## src/rtl/traffic_pkg.sv

```systemverilog
// Shared definitions for the lamp fault monitor: lamp index map, fault
// codes, FSM state encoding, default filter lengths and the first-fault
// record layout.
package traffic_pkg;

    localparam int unsigned NUM_LAMPS = 11;

    // Lamp index map shared by Cmd and Sense
    localparam int unsigned L_GREEN_A          = 0;
    localparam int unsigned L_YELLOW_A         = 1;
    localparam int unsigned L_RED_A            = 2;
    localparam int unsigned L_FLASH_YELLOW_A   = 3;
    localparam int unsigned L_GREEN_B          = 4;
    localparam int unsigned L_YELLOW_B         = 5;
    localparam int unsigned L_RED_B            = 6;
    localparam int unsigned L_FLASH_YELLOW_B   = 7;
    localparam int unsigned L_RED_CROSS        = 8;
    localparam int unsigned L_GREEN_CROSS      = 9;
    localparam int unsigned L_FLASH_GREEN_CROSS = 10;

    // Lamps whose current must follow the command level directly
    localparam logic [NUM_LAMPS-1:0] STEADY_MASK = 11'b011_0111_0111;

    localparam int unsigned DEF_CONFLICT_FILT = 2;
    localparam int unsigned DEF_DARK_FILT     = 3;
    localparam int unsigned DEF_SENSE_FILT    = 3;
    localparam int unsigned DEF_FLASH_TIMEOUT = 8;
    localparam int unsigned DEF_CLEAR_QUIET   = 4;

    typedef enum logic [2:0] {
        FC_NONE     = 3'd0,
        FC_CONFLICT = 3'd1,
        FC_DARK     = 3'd2,
        FC_SENSE    = 3'd3,
        FC_FLASH    = 3'd4
    } fault_code_e;

    typedef enum logic [1:0] {
        ST_MONITOR  = 2'd0,
        ST_FAULT    = 2'd1,
        ST_CLEARING = 2'd2
    } state_e;

    typedef struct packed {
        fault_code_e code;
        logic [3:0]  lamp;
    } fault_rec_t;

    // Lamp index of the k-th flashing lamp (0: A, 1: B, 2: crossing)
    function automatic logic [3:0] flash_lamp(input int unsigned k);
        case (k)
            0:       return 4'(L_FLASH_YELLOW_A);
            1:       return 4'(L_FLASH_YELLOW_B);
            default: return 4'(L_FLASH_GREEN_CROSS);
        endcase
    endfunction

endpackage

```

## src/rtl/lamp_persist_filter.sv

```systemverilog
// Saturating persistence filter. Counts consecutive cycles in which raw_i
// is high while en_i is high; any low cycle on either clears the count.
// hit_o is high on the cycle in which the run length reaches FILT and on
// every following cycle the condition persists.
//   clk_i  : clock
//   rst_ni : asynchronous reset, active-low
//   en_i   : filter enable, 0 holds the count at 0
//   raw_i  : raw condition
//   hit_o  : condition has persisted FILT cycles (combinational)
module lamp_persist_filter #(
    parameter int unsigned FILT = 2
) (
    input  logic clk_i,
    input  logic rst_ni,
    input  logic en_i,
    input  logic raw_i,
    output logic hit_o
);

    localparam int unsigned W = (FILT < 2) ? 1 : $clog2(FILT + 1);
    localparam logic [W-1:0] MAX_CNT = W'(FILT);
    localparam logic [W-1:0] HIT_CNT = W'(FILT - 1);

    logic [W-1:0] cnt_q, cnt_d;

    always_comb begin
        cnt_d = cnt_q;
        if (!en_i || !raw_i) begin
            cnt_d = '0;
        end else if (cnt_q != MAX_CNT) begin
            cnt_d = cnt_q + 1'b1;
        end
    end

    always_ff @(posedge clk_i or negedge rst_ni) begin
        if (!rst_ni) begin
            cnt_q <= '0;
        end else begin
            cnt_q <= cnt_d;
        end
    end

    // Flag on the cycle that completes the FILT-long run, so the fault is
    // taken on the same edge the counter would reach FILT.
    assign hit_o = en_i && raw_i && (cnt_q >= HIT_CNT);

endmodule

```

## src/rtl/lamp_fault_monitor.sv

```systemverilog
// Lamp fault monitor. Checks lamp commands against each other and against
// synchronised current-sense feedback, latches the first fault, counts
// fault entries and releases after a FaultClear handshake followed by a
// quiet period.
//   Clk           : system clock
//   Rst           : asynchronous reset, active-low
//   Enable        : 1 = monitoring active
//   Cmd[10:0]     : lamp commands (synchronous)
//   Sense[10:0]   : lamp current present (asynchronous)
//   FaultClear    : single-cycle clear request
//   FailureDetect : latched fault indication
//   FaultCode     : first-fault code
//   FaultLamp     : first-fault lamp / approach index
//   FaultCount    : fault entries since reset, saturating at 255
module lamp_fault_monitor
    import traffic_pkg::*;
#(
    parameter int unsigned CONFLICT_FILT = DEF_CONFLICT_FILT,
    parameter int unsigned DARK_FILT     = DEF_DARK_FILT,
    parameter int unsigned SENSE_FILT    = DEF_SENSE_FILT,
    parameter int unsigned FLASH_TIMEOUT = DEF_FLASH_TIMEOUT,
    parameter int unsigned CLEAR_QUIET   = DEF_CLEAR_QUIET
) (
    input  logic        Clk,
    input  logic        Rst,
    input  logic        Enable,
    input  logic [10:0] Cmd,
    input  logic [10:0] Sense,
    input  logic        FaultClear,
    output logic        FailureDetect,
    output logic [2:0]  FaultCode,
    output logic [3:0]  FaultLamp,
    output logic [7:0]  FaultCount
);

    localparam int unsigned QW = $clog2(CLEAR_QUIET + 1);
    localparam logic [QW-1:0] QUIET_LAST = QW'(CLEAR_QUIET - 1);

    // Sense synchroniser plus one extra stage on the flashing lamps for edge detection
    logic [10:0] sense_meta_q, sense_sync_q;
    logic [2:0]  flash_prev_q;
    logic [2:0]  flash_sync, flash_edge;

    always_ff @(posedge Clk or negedge Rst) begin
        if (!Rst) begin
            sense_meta_q <= '0;
            sense_sync_q <= '0;
            flash_prev_q <= '0;
        end else begin
            sense_meta_q <= Sense;
            sense_sync_q <= sense_meta_q;
            flash_prev_q <= flash_sync;
        end
    end

    assign flash_sync = {sense_sync_q[L_FLASH_GREEN_CROSS],
                         sense_sync_q[L_FLASH_YELLOW_B],
                         sense_sync_q[L_FLASH_YELLOW_A]};
    assign flash_edge = flash_sync ^ flash_prev_q;

    // Raw conditions
    logic        a_go, b_go, x_go;
    logic [1:0]  raw_conf, hit_conf;
    logic [2:0]  raw_dark, hit_dark;
    logic [10:0] raw_sense, hit_sense;
    logic [2:0]  raw_flash, hit_flash;

    assign a_go = Cmd[L_GREEN_A] | Cmd[L_YELLOW_A];
    assign b_go = Cmd[L_GREEN_B] | Cmd[L_YELLOW_B];
    assign x_go = Cmd[L_GREEN_CROSS] | Cmd[L_FLASH_GREEN_CROSS];

    assign raw_conf[0] = a_go & b_go;
    assign raw_conf[1] = x_go & (a_go | b_go);

    assign raw_dark[0] = ~|Cmd[3:0];
    assign raw_dark[1] = ~|Cmd[7:4];
    assign raw_dark[2] = ~|Cmd[10:8];

    assign raw_sense = (Cmd ^ sense_sync_q) & STEADY_MASK;

    // A flashing lamp's run is the number of commanded cycles without a sense edge
    assign raw_flash[0] = Cmd[L_FLASH_YELLOW_A]    & ~flash_edge[0];
    assign raw_flash[1] = Cmd[L_FLASH_YELLOW_B]    & ~flash_edge[1];
    assign raw_flash[2] = Cmd[L_FLASH_GREEN_CROSS] & ~flash_edge[2];

    for (genvar g = 0; g < 2; g++) begin : g_conf
        lamp_persist_filter #(.FILT(CONFLICT_FILT)) u_filt (
            .clk_i(Clk), .rst_ni(Rst), .en_i(Enable), .raw_i(raw_conf[g]), .hit_o(hit_conf[g]));
    end
    for (genvar g = 0; g < 3; g++) begin : g_dark
        lamp_persist_filter #(.FILT(DARK_FILT)) u_filt (
            .clk_i(Clk), .rst_ni(Rst), .en_i(Enable), .raw_i(raw_dark[g]), .hit_o(hit_dark[g]));
    end
    for (genvar g = 0; g < 11; g++) begin : g_sense
        lamp_persist_filter #(.FILT(SENSE_FILT)) u_filt (
            .clk_i(Clk), .rst_ni(Rst), .en_i(Enable), .raw_i(raw_sense[g]), .hit_o(hit_sense[g]));
    end
    for (genvar g = 0; g < 3; g++) begin : g_flash
        lamp_persist_filter #(.FILT(FLASH_TIMEOUT)) u_filt (
            .clk_i(Clk), .rst_ni(Rst), .en_i(Enable), .raw_i(raw_flash[g]), .hit_o(hit_flash[g]));
    end

    // Priority encoder: scanned from lowest to highest priority so the last
    // writer is the highest class and, within a class, the lowest index.
    fault_rec_t flag_rec;
    logic       any_hit;

    always_comb begin
        flag_rec = '0;
        any_hit  = |{hit_conf, hit_dark, hit_sense, hit_flash};
        for (int i = 2; i >= 0; i--) begin
            if (hit_flash[i]) begin
                flag_rec.code = FC_FLASH;
                flag_rec.lamp = flash_lamp(i);
            end
        end
        for (int i = 10; i >= 0; i--) begin
            if (hit_sense[i]) begin
                flag_rec.code = FC_SENSE;
                flag_rec.lamp = 4'(i);
            end
        end
        for (int i = 2; i >= 0; i--) begin
            if (hit_dark[i]) begin
                flag_rec.code = FC_DARK;
                flag_rec.lamp = 4'(i);
            end
        end
        if (hit_conf[1]) begin
            flag_rec.code = FC_CONFLICT;
            flag_rec.lamp = 4'd2;
        end
        if (hit_conf[0]) begin
            flag_rec.code = FC_CONFLICT;
            flag_rec.lamp = 4'd0;
        end
    end

    // FSM
    state_e        state_q, state_d;
    logic [QW-1:0] quiet_q, quiet_d;
    fault_rec_t    rec_q, rec_d;
    logic [7:0]    count_q, count_d;
    logic          fault_entry, capture, release_rec;

    always_ff @(posedge Clk or negedge Rst) begin
        if (!Rst) begin
            state_q <= ST_MONITOR;
        end else begin
            state_q <= state_d;
        end
    end

    // Enable=0 freezes the state; a latched fault stays latched.
    always_comb begin
        state_d = state_q;
        if (Enable) begin
            case (state_q)
                ST_MONITOR:  if (any_hit) state_d = ST_FAULT;
                ST_FAULT:    if (FaultClear && !any_hit) state_d = ST_CLEARING;
                ST_CLEARING: begin
                    if (any_hit) begin
                        state_d = ST_FAULT;
                    end else if (quiet_q == QUIET_LAST) begin
                        state_d = ST_MONITOR;
                    end
                end
                default:     state_d = ST_MONITOR;
            endcase
        end
    end

    always_comb begin
        FailureDetect = (state_q != ST_MONITOR);
        fault_entry   = (state_d == ST_FAULT) && (state_q != ST_FAULT);
        capture       = (state_d == ST_FAULT) && (state_q == ST_MONITOR);
        release_rec   = (state_d == ST_MONITOR) && (state_q == ST_CLEARING);
    end

    // Datapath: quiet counter, first-fault record, saturating fault counter
    always_comb begin
        quiet_d = '0;
        if (state_q == ST_CLEARING && state_d == ST_CLEARING) begin
            quiet_d = Enable ? quiet_q + 1'b1 : quiet_q;
        end

        rec_d = rec_q;
        if (capture) begin
            rec_d = flag_rec;
        end else if (release_rec) begin
            rec_d = '0;
        end

        count_d = count_q;
        if (fault_entry && count_q != 8'hFF) begin
            count_d = count_q + 8'd1;
        end
    end

    always_ff @(posedge Clk or negedge Rst) begin
        if (!Rst) begin
            quiet_q <= '0;
            rec_q   <= '0;
            count_q <= '0;
        end else begin
            quiet_q <= quiet_d;
            rec_q   <= rec_d;
            count_q <= count_d;
        end
    end

    assign FaultCode  = rec_q.code;
    assign FaultLamp  = rec_q.lamp;
    assign FaultCount = count_q;

endmodule

```

## config.mk

```make
export PLATFORM = sky130hd
export DESIGN_NAME = lamp_fault_monitor
export DESIGN_NICKNAME = d
export VERILOG_FILES = /design/src/rtl/traffic_pkg.sv /design/src/rtl/lamp_persist_filter.sv /design/src/rtl/lamp_fault_monitor.sv
export SDC_FILE = /design/constraint.sdc
export NUM_CORES = 1
export LEC_CHECK = 0
export CAP_MARGIN = 20
export CORE_ASPECT_RATIO = 1.4
export CORE_MARGIN = 1
export CORE_UTILIZATION = 61
export CTS_BUF_LIST = sky130_fd_sc_hd__clkbuf_8 sky130_fd_sc_hd__clkbuf_16
export CTS_CLUSTER_SIZE = 8
export DETAILED_ROUTE_END_ITERATION = 12
export HOLD_SLACK_MARGIN = 0.06
export PLACE_DENSITY = 0.9
export REMOVE_ABC_BUFFERS = 1
export SLEW_MARGIN = 20
export SYNTH_ARGS = -nofsm -noshare
export SYNTH_HDL_FRONTEND = slang
export SYNTH_SLANG_ARGS = --single-unit
export TNS_END_PERCENT = 10
```

## constraint.sdc

```tcl
create_clock -name Clk -period 6.6 [get_ports Clk]
set_clock_uncertainty 0.15 [all_clocks]
set_input_delay 0.99 -clock Clk [delete_from_list [all_inputs] [get_ports Clk]]
set_output_delay 0.99 -clock Clk [all_outputs]
set_load 0.03 [all_outputs]
```

; Word-level counts from Yosys, hierarchy flattened
; Cells that the tools add are included.
[word_totals]
latch_bits = 0
out_inout_bits = 16
mem_bits_rw = 0
wordCells = 250
inputBits = 26
rom_bits = 0
mem_count = 0
ff_bits = 83
[classes]
bitwise = 14
eq_ne = 24
div = 0
n_mul = 0
n_mux = 58
order_cmp = 16
add_sub_neg = 18
shift = 0
reduce_logical = 96
[ops]
columns = operator, n
row1 = $mux W7, 18
row2 = $mux W2, 31
row3 = $logic_and A1 B1 Y1, 38
row4 = $reduce_bool A2 Y1, 18
row5 = $ne A2 B2 Y1 const B, 14
row6 = $add A2 B1 Y2 const B, 13
row7 = $mux W4, 6
row8 = $ge A2 B2 Y1 const B, 11
row9 = $logic_not A1 Y1, 18
row10 = $logic_or A1 B1 Y1, 16
row11 = $reduce_or A16 Y1, 1
row12 = $add A4 B1 Y4 const B, 3
row13 = $ge A4 B3 Y1 const B, 3
row14 = $ne A4 B4 Y1 const B, 3
row15 = $xor A10 B10 Y10, 1
row16 = $add A8 B1 Y8 const B, 1
row17 = $ne A8 B8 Y1 const B, 1
row18 = $reduce_or A4 Y1, 2
row19 = $mux W3, 2
row20 = $pmux W2 S3, 1
row21 = $and A1 B1 Y1, 5
row22 = $eq A2 B1 Y1 const B, 2
row23 = $eq A2 B2 Y1 const B, 2
row24 = $ge A2 B1 Y1 const B, 2
row25 = other kinds (8), 14

; Logic depth before layout (Yosys ltp)
[depth]
depth_word = 22
depth_mapped = 10
mapped_depth_nobuf = 10

; Hierarchy
; A second synthesis with hierarchy kept.
[unflattened]
hier_cells = 447
area_unflattened_um2 = 4626.9
[modules_own_cells]
columns = mod, cells_per_inst, seq_area_each_um2, instances, area_each_um2
row1 = lamp_fault_monitor, 175, 1126.1, 1, 2011.9
row2 = lamp_persist_filter at g_dark[0].u_filt ..., 13, 50.0, 14, 121.4
row3 = lamp_persist_filter at g_flash[0].u_filt ..., 22, 100.1, 3, 227.7
row4 = lamp_persist_filter at g_conf[0].u_filt ..., 12, 50.0, 2, 116.4

; Least setup slack after synthesis
; Ideal clock, no wire load.
[synth_path]
path_kind = input to register
from = input port Enable
to = register count_q[1] (netlist: FaultCount[1])
arrival_ns = 2.801
n_path_buf = 1
stages = 9
path_slack_ns = 3.524
setup_ns = 0.125
required_time_ns = 6.325
path_cell_list = buf_6 o21a_4 a22o_4 nor4bb_4 nand4b_4 o31ai_4 o2bb2ai_2 nor2_4 mux2_4
[synth_via]
elab_chain_len = 11
elab_cells_between_ends = 43
classes_between = 1 x eq/ne / 5 x mux / 37 x reduce/logical
[synth_rtl]
columns = item, line
row1 = from (decl), lamp_fault_monitor.sv:26  ; input logic Enable,
row2 = $logic_and A1 B1 Y1 (2 in a row), lamp_persist_filter.sv:45  ; assign hit_o = en_i && raw_i && (cnt_q >= HIT_CNT);
row3 = $reduce_or A16 Y1, lamp_fault_monitor.sv:110  ; any_hit = |{hit_conf, hit_dark, hit_sense, hit_flash};
row4 = $logic_not A1 Y1, lamp_fault_monitor.sv:160  ; ST_FAULT: if (FaultClear && !any_hit) state_d = ST_CLEARING;
row5 = $logic_and A1 B1 Y1, lamp_fault_monitor.sv:160
row6 = $mux W2, lamp_fault_monitor.sv:160
row7 = $pmux W2 S3, lamp_fault_monitor.sv:158  ; case (state_q)
row8 = $mux W2 *, lamp_fault_monitor.sv:157  ; if (Enable) begin
row9 = named net state_d[1], lamp_fault_monitor.sv:140  ; state_e state_q, state_d;
row10 = $eq A2 B1 Y1 *, lamp_fault_monitor.sv:175  ; fault_entry = (state_d == ST_FAULT) && (state_q != ST_FAULT);
row11 = $logic_and A1 B1 Y1 *, lamp_fault_monitor.sv:175
row12 = $logic_and A1 B1 Y1 *, lamp_fault_monitor.sv:195  ; if (fault_entry && count_q != 8'hFF) begin
row13 = to (signal assigned), lamp_fault_monitor.sv:208  ; count_q <= count_d;
row14 = to (decl), lamp_fault_monitor.sv:143  ; logic [7:0] count_q, count_d;
; The timed path passes the listed nets; every way through them passes the cells marked *.
; A chain may end at the register's enable or synchronous reset.

; Worst setup path in the final report
[layout_path]
from = input port Enable
to = register count_q[6] (netlist: FaultCount[6])
; The elaborated chain is that of the path after synthesis.

==> impl_metrics.tcl <==
set metrics [dict create \
    powerDensity_nw_per_um2 284.0 \
    synth_flop_cell "dfrtp_1" \
    finalNetCount 498 \
    reg2reg_to "FaultCount[1]$_DFFE_PN0P_" \
    synth-seq-cells 83 \
    slew_viol_final 0 \
    setup_viol 0 \
    grt_pass1_vias 2980 \
    synth_top_cell_by_area "dfrtp_1" \
    ys_top_cells_by_count "83 x dfrtp_1, 66 x nor2_1, 35 x ha_1" \
    num_rows 35 \
    whs_path_depth 0 \
    total_power_uw 1394 \
    grt_max_degree 84 \
    synth_edf_count 0 \
    fmax_ghz 0.2521 \
    rr_worst_depth 9 \
    period_share_pct 60.11 \
    status "finished, final reports clean" \
    vdd_ir_drop_max_mv 0.3041 \
    area_growth_pct 17.17 \
    dpl_cell_area_sq_um 4693 \
    clk_latency_ps 350 \
    syn_area_sq_um 4190 \
    die_x_um 72.05 \
    netlist_instances 389 \
    cts_resized 0 \
    grt_use_total_pct 24.36 \
    hp-class "flip-flop to flip-flop" \
    layout-drive-gt1-share_pct 6.349 \
    instances_no_fill 533 \
    postRouteAntennaNets 0 \
    hp-start "sense_meta_q[2]$_DFF_PN0_" \
    wl_mm 7.651 \
    cp_slowest_stage_delay_ps 910 \
    path_cells "clkdlybuf4s50_1 > buf_4 > or4b_4 > o32ai_4 > nor4bb_4 > nand4b_4 > o31ai_4 > o2bb2ai_2 > nor4_1 > xor2_1" \
    worstPathMaxFanout 20 \
    drt-initial-drc-count 186 \
    ys_seq_area_share_pct 49.57 \
    core_sq_um 6613 \
    slew-limit-headroom_pct 51.96 \
    drv_cap 0 \
    yosys-top-cells-area "dfrtp_1 50%, ha_1 10%, xor2_1 6.3%, nor2_1 5.9%, a21oi_1 2.7%" \
    post_cts_buffers 0 \
    timing.rr.start "g_flash[1].u_filt.cnt_q[0]$_DFFE_PN0P_" \
    setup-tns-final_ps 0 \
    cts_tree "built" \
    antenna_found_initial 0 \
    cts_root_buffer "clkbuf_8" \
    placed_cells 518 \
    dieArea_sq_um 7209 \
    grt_overflow_total 0 \
    cp_slowest_cell "clkdlybuf4s50_1" \
    reg2reg_slack_ps 3680 \
    cts_max_level 3 \
    required_ps 6720 \
    leakage_uw 0.002330 \
    io_buffer_count 41 \
    start_kind "input port" \
    final_core_util_pct 74.25 \
    firstDrtPassIters 4 \
    antenna_cells 0 \
    hold_viol_final 0 \
    gp_congestion 0.8813 \
    cts_sinks 83 \
    ys_types 47 \
    worst_slew_pin_slew_ps 720.5 \
    async_flop_share_pct 100.0 \
    yosysMostFrequentCell "dfrtp_1" \
    synth_area_per_cell_sq_um 10.77 \
    path_delay_family "buffers and inverters" \
    drc 0 \
    initial_core_util_pct 63.37 \
    synth_top_area_share_pct 49.57 \
    wl_per_cell_um 14.35 \
    viasPerCell 5.490 \
    die_y_um 100.1 \
    path_clk_slew_ps 80 \
    yosys_warnings 0 \
    min_to "sense_sync_q[2]$_DFF_PN0_" \
    post-route-min-period_ps 3967 \
    end_kind "flip-flop" \
    clock_path_buffers 2 \
    io_pins 42 \
    num_vias 2926 \
    dp_hpwl_mm 5.666 \
    cts_hold_buf 0 \
    crit_type "input port to flip-flop" \
    design_area_sq_um 4910 \
    rsz0062_at_grt "no" \
    cts_buffers 9 \
    arrival_ps 4090 \
    grt_pass1_wl_mm 13.50 \
    cp.buffers_inverters 2 \
]
cell families after synthesis:
kind of cell	share of synthesized area, %
XOR/XNOR	7.943
AND/OR/NAND/NOR	15.56
buffers and inverters	3.075
adder cells (fa/ha/maj)	10.45
AO/OA/AOI/OAI	11.38
flip-flops	49.57
multiplexers	2.030
how the worst max path moves through the flow:
stage	cells past startpoint	slack [ps]	to	start
after CTS	10	2610	FaultCount[6]$_DFFE_PN0P_	Enable
after global placement	10	2320	FaultCount[5]$_DFFE_PN0P_	Enable
after global routing	10	2390	FaultCount[6]$_DFFE_PN0P_	Enable
after detailed placement	10	2230	FaultCount[6]$_DFFE_PN0P_	Enable
after floorplan	8	3590	FaultCount[1]$_DFFE_PN0P_	Cmd[1]
final	10	2630	FaultCount[6]$_DFFE_PN0P_	Enable
state kept, by name, summed over array words and instances, names as in the netlist:
register	count
flash_prev_q	3
sense_sync_q	11
state_q	2
g_dark.u_filt.cnt_q	6
quiet_q	3
g_flash.u_filt.cnt_q	12
g_sense.u_filt.cnt_q	16
FaultCount	8
FaultLamp	4
FaultCode	3
g_conf.u_filt.cnt_q	4
sense_meta_q	11
through the flow:
stage	setup WS [ps]	hold WS [ps]
floorplan	3587	181.2
global placement	2316	182.0
detailed placement	2230	186.4
CTS	2613	203.4
global route	2390	205.7
finish	2633	194.3
power by group:
part / internal [uW] / total (uW) / switching, uW / leakage [uW]
combinational: 170 / 388 / 217 / 0.00115
clock: 213 / 378 / 165 / 0.000113
sequential: 565 / 629 / 64.0 / 0.00107
total: 948 / 1390 / 446 / 0.00233
layout by cell type (no fill, tap or decap), types with 2 or more instances in the layout:
master / instances
dfrtp_1: 83
nor2_1: 66
clkdlybuf4s50_1: 40
ha_1: 35
xor2_1: 30
inv_1: 28
nand2_1: 23
a21oi_1: 23
nand3_1: 13
clkbuf_8: 13
xnor2_1: 8
mux2i_1: 7
nor4_1: 6
nor3_1: 6
o21ai_0: 6
o211ai_1: 4
a22o_1: 4
and2_1: 4
o21a_1: 3
and4b_1: 3
o31ai_1: 3
a22oi_1: 2
nand4_1: 2
nand4b_1: 2
or3_1: 2
a21o_1: 2
a32o_1: 2
worst reg2reg max path: cells and delay by family, from the launching register on:
| family | cells | cell delay [ps] |
|---|---|---|
| AND/OR/NAND/NOR | 4 | 1010 |
| AO/OA/AOI/OAI | 3 | 710 |
| flip-flops | 1 | 410 |
| multiplexers | 1 | 310 |
| adder cells (fa/ha/maj) | 1 | 230 |
cell type report:
| cell class | instances | area [sq um] |
|---|---|---|
| clock buffers | 13 | 178.9 |
| clock inverters | 2 | 33.78 |
| fillers | 442 | 1703 |
| inverters | 27 | 101.3 |
| multi-input cells | 274 | 1984 |
| flip-flops and latches | 83 | 2077 |
| well taps | 92 | 115.1 |
| repair buffers | 42 | 419.2 |
metal layers:
layer	track usage (%)	up-vias	wire (um)	share of wire [%]
li1	-	1420	-	-
met1	29.46	1430	3259	43
met2	41.58	57	3943	52
met3	5.321	19	240	3.1
met4	10.86	0	207	2.7
met5	0	-	0	0
(Power assumes the default switching activity.)
